File: config.mk
export PLATFORM = sky130hd
export DESIGN_NAME = four_bit
export DESIGN_NICKNAME = d
export VERILOG_FILES = /design/src/rtl/four_bit_pkg.sv /design/src/rtl/four_bit_full_adder.sv /design/src/rtl/four_bit.sv
export SDC_FILE = /design/constraint.sdc
export NUM_CORES = 1
export LEC_CHECK = 0
export ABC_CLOCK_PERIOD_IN_PS = 3700
export CAP_MARGIN = 15
export CORE_AREA = 2 2 39 41
export CTS_CLUSTER_DIAMETER = 100
export DETAILED_ROUTE_END_ITERATION = 8
export DIE_AREA = 0 0 41 43
export SLEW_MARGIN = 20
export SYNTH_ARGS = -nofsm -noshare
export SYNTH_HDL_FRONTEND = slang
export SYNTH_SLANG_ARGS = --single-unit
File: constraint.sdc
create_clock -name clk -period 3.7 [get_ports clk]
set_clock_uncertainty 0.05 [all_clocks]
set_input_delay 0.74 -clock clk [delete_from_list [all_inputs] [get_ports clk]]
set_output_delay 0.74 -clock clk [all_outputs]
set_load 0.03 [all_outputs]
File: src/rtl/four_bit_pkg.sv
// Shared constants for the four_bit ripple-carry adder.
// Holds the default operand width and the reset value of the registered result.
package four_bit_pkg;

    localparam int   WIDTH_DEF = 4;
    localparam logic RST_VAL   = 1'b0;

    // Registered result bundle, loaded as one unit so the three outputs never skew.
    typedef struct packed {
        logic [WIDTH_DEF-1:0] sum;
        logic                 carry;
        logic                 ovf;
    } result_t;

endpackage

File: src/rtl/four_bit_full_adder.sv
// One-bit full adder cell for the ripple chain.
// Latency: purely combinational, zero cycles.
// Backpressure: none, the cell has no flow control.
module full_adder (
    input  logic a,
    input  logic b,
    input  logic cin,
    output logic s,
    output logic cout
);

    logic halfSum;

    assign halfSum = a ^ b;
    assign s       = halfSum ^ cin;
    assign cout    = (a & b) | (cin & halfSum);

endmodule

File: src/rtl/four_bit.sv
// Ripple-carry adder with combinational sum/carry/overflow plus a registered copy.
// Latency: sum, carryOut, ovf are zero-cycle; sum_q, carry_q, ovf_q lag by one clk.
// Backpressure: none, a new result is accepted every cycle.
module four_bit
    import four_bit_pkg::*;
#(
    parameter int WIDTH = WIDTH_DEF
) (
    input  logic [WIDTH-1:0] inA,
    input  logic [WIDTH-1:0] inB,
    input  logic             carryIn,
    output logic [WIDTH-1:0] sum,
    output logic             carryOut,
    input  logic             clk,
    input  logic             rst,
    output logic             ovf,
    output logic [WIDTH-1:0] sum_q,
    output logic             carry_q,
    output logic             ovf_q
);

    // carryChain[i] is the carry into bit i; carryChain[WIDTH] leaves the MSB.
    logic [WIDTH:0] carryChain;

    assign carryChain[0] = carryIn;

    for (genvar i = 0; i < WIDTH; i++) begin : gen_bit
        full_adder u_fa (
            .a    (inA[i]),
            .b    (inB[i]),
            .cin  (carryChain[i]),
            .s    (sum[i]),
            .cout (carryChain[i+1])
        );
    end

    assign carryOut = carryChain[WIDTH];
    assign ovf      = carryChain[WIDTH-1] ^ carryChain[WIDTH];

    // Reset is checked first so it wins over the same-edge load.
    always_ff @(posedge clk) begin
        if (rst) begin
            sum_q   <= {WIDTH{RST_VAL}};
            carry_q <= RST_VAL;
            ovf_q   <= RST_VAL;
        end else begin
            sum_q   <= sum;
            carry_q <= carryOut;
            ovf_q   <= ovf;
        end
    end

endmodule

==> metrics.cfg <==
[final_layout]
layout-drive-gt1-share = 0.296
layout.cells.most_common_list = 15 x clkdlybuf4s50_1, 7 x inv_1, 6 x dfxtp_1
layout_commonest_cell = clkdlybuf4s50_1
area_growth_pct = 88.6
n_antenna_cell = 0
nets = 71
finalNonFillerCells = 70

[sta]
whs_ns = 0.919
finalWorstSetupSlack_ns = 0.197
tns_ns = 0
worst_pin_slew_ns = 0.307
final.period_utilization = 0.947
finalMaxSlewViolations = 0
fmax_ghz = 0.285
min_period_ns = 3.50
slew_headroom = 0.795
setup_violations = 0
rsz0062_at_grt = no
finalHoldViolations = 0

[yosys]
yosysTopAreaCell = dfxtp_1
avgSynthCellArea_um2 = 9.89
yosys_warnings = 0
synth_top_area_frac = 0.392
ys_seq_elements = 6
yosysSeqAreaShare = 0.392
synthesis.nets = 46
syn_area_um2 = 307
syn_inst = 31
synth.distinct_cells = 7
synthTopCellsByArea = dfxtp_1 39%, fa_1 26%, inv_1 12%

[cts]
clock-sinks = 6
cts_setup_buffers = 0
clk_path_buf_depth = 2
h-tree-depth = 1
clk_pin_slew_worst_paths_ns = 0.04
ctsHoldBuffers = 0
cts-root-buf = clkbuf_4
cts_buffers = 3
cts_tree = built

[power_and_ir_drop]
clockPowerShare = 0.225
p_per_area_nw_per_um2 = 430
p_leak_nw = 0.290
power.switching_uw = 83.7
p_comb_frac = 0.478
power_frac_seq = 0.297
ir_drop_uv = 113
swShare = 0.337
p_int_uw = 165
power_uw = 249

[placed_design]
placedCellCount = 67
post-place-ws_ns = -0.0977
gp_congestion = 0.617
port_buffers = 22
hpwl_um = 469

[die]
io_pins = 23
fp-row-count = 14
core_area_um2 = 1380
start_util = 0.222
dieWidth_um = 41
die_area_um2 = 1760
die_y_um = 43

[global_route]
grt_pass1_vias = 272
antenna_found_initial = 0
track_usage = 0.0830
grt_pass1_wl_um = 945
grt_max_degree = 7
grt-ovfl-total = 0

[drt]
dr_total_vias = 249
drt_wl_total_um = 537
postRouteAntennaNets = 0
drt-wirelength-per-cell_um = 7.67
vias_per_cell = 3.56
drt-initial-drc-count = 0
drc = 0
firstDrtPassIters = 1

[worst_setup_path]
worstSetupPathType = input pin to output pin
critPathArrivalTime_ns = 2.71
cp-start-kind = input pin
path_max_fanout = 2
end_kind = output pin
required_ns = 2.91

[run]
maxCapViolCount = 0

[outcome]
status = finished clean

[worst_hold_path]
hold_class = input pin to register

final timing paths:
check	startpoint	end	slack [ns]	depth (start not counted)
worst max-delay path	inA[1]	ovf	0.20	9
worst min-delay path	carryIn	sum_q[0]$_SDFF_PP0_	0.92	3
critical path: stages:
cell and delay, ns:
clkdlybuf4s50_1 0.46, inv_1 0.05, fa_1 0.42, inv_2 0.07
fa_2 0.21, inv_2 0.04, fa_2 0.36, xnor2_2 0.20
buf_6 0.16
metrics by stage:
step	instance area, µm²	utilization
2_1_floorplan	307	-
5_1_grt	578	0.418
6_report	578	0.418
4_1_cts	562	0.406
3_3_place_gp	522	0.377
3_5_place_dp	522	0.377
power groups by stage:
stage,registers (mW),logic (mW),clock network [mW]
3_3_place_gp,0.0750,0.110,0
5_1_grt,0.0745,0.129,0.0601
4_1_cts,0.0741,0.118,0.0590
2_1_floorplan,0.0908,0.0552,0
6_report,0.0740,0.119,0.0559
3_5_place_dp,0.0752,0.111,0
layout make-up:
cell class                 instances  area (µm²)
clock buffer                       3        22.5
fill                             159         806
inverter                          10        37.5
multi-input combinational         11         134
sequential                         6         120
tap                               16        20.0
timing repair buffer              24         244
timing repair:
| action | CTS | global route |
|---|---|---|
| pin swaps | 1 | 3 |
| gates resized for setup | 5 | 8 |
| endpoints found under the setup margin | 2 | 4 |
| endpoints found under the hold margin | 0 | 0 |
sequential cells by signal (all words and copies together), names as in the netlist:
register	cells
sum_q	4
carry_q	1
ovf_q	1
synth_stat cells:
| library cell | number |
|---|---|
| inv_1 | 10 |
| dfxtp_1 | 6 |
| buf_4 | 4 |
| fa_1 | 4 |
| nor2_1 | 3 |
| nor2b_1 | 3 |
| xnor2_1 | 1 |
cells by family (layout without fill, tap and decap cells):
kind of cell               Yosys count  in the layout  share of synthesized area
xor gates and xnor gates             1              1                     0.0286
and+or+nand+nor                      6              6                     0.0980
adders and majority gates            4              4                      0.261
buffers and inverters               14             37                      0.220
DFF                                  6              6                      0.392
routing by layer:
metal | share of wire | track usage | up-vias
met5 | 0 | 0 | -
met4 | 0.022 | 0.100 | 0
met3 | 0.082 | 0.00524 | 2
met2 | 0.57 | 0.138 | 14
met1 | 0.33 | 0.0726 | 107
li1 | - | - | 126
(Power assumes the default switching activity.)
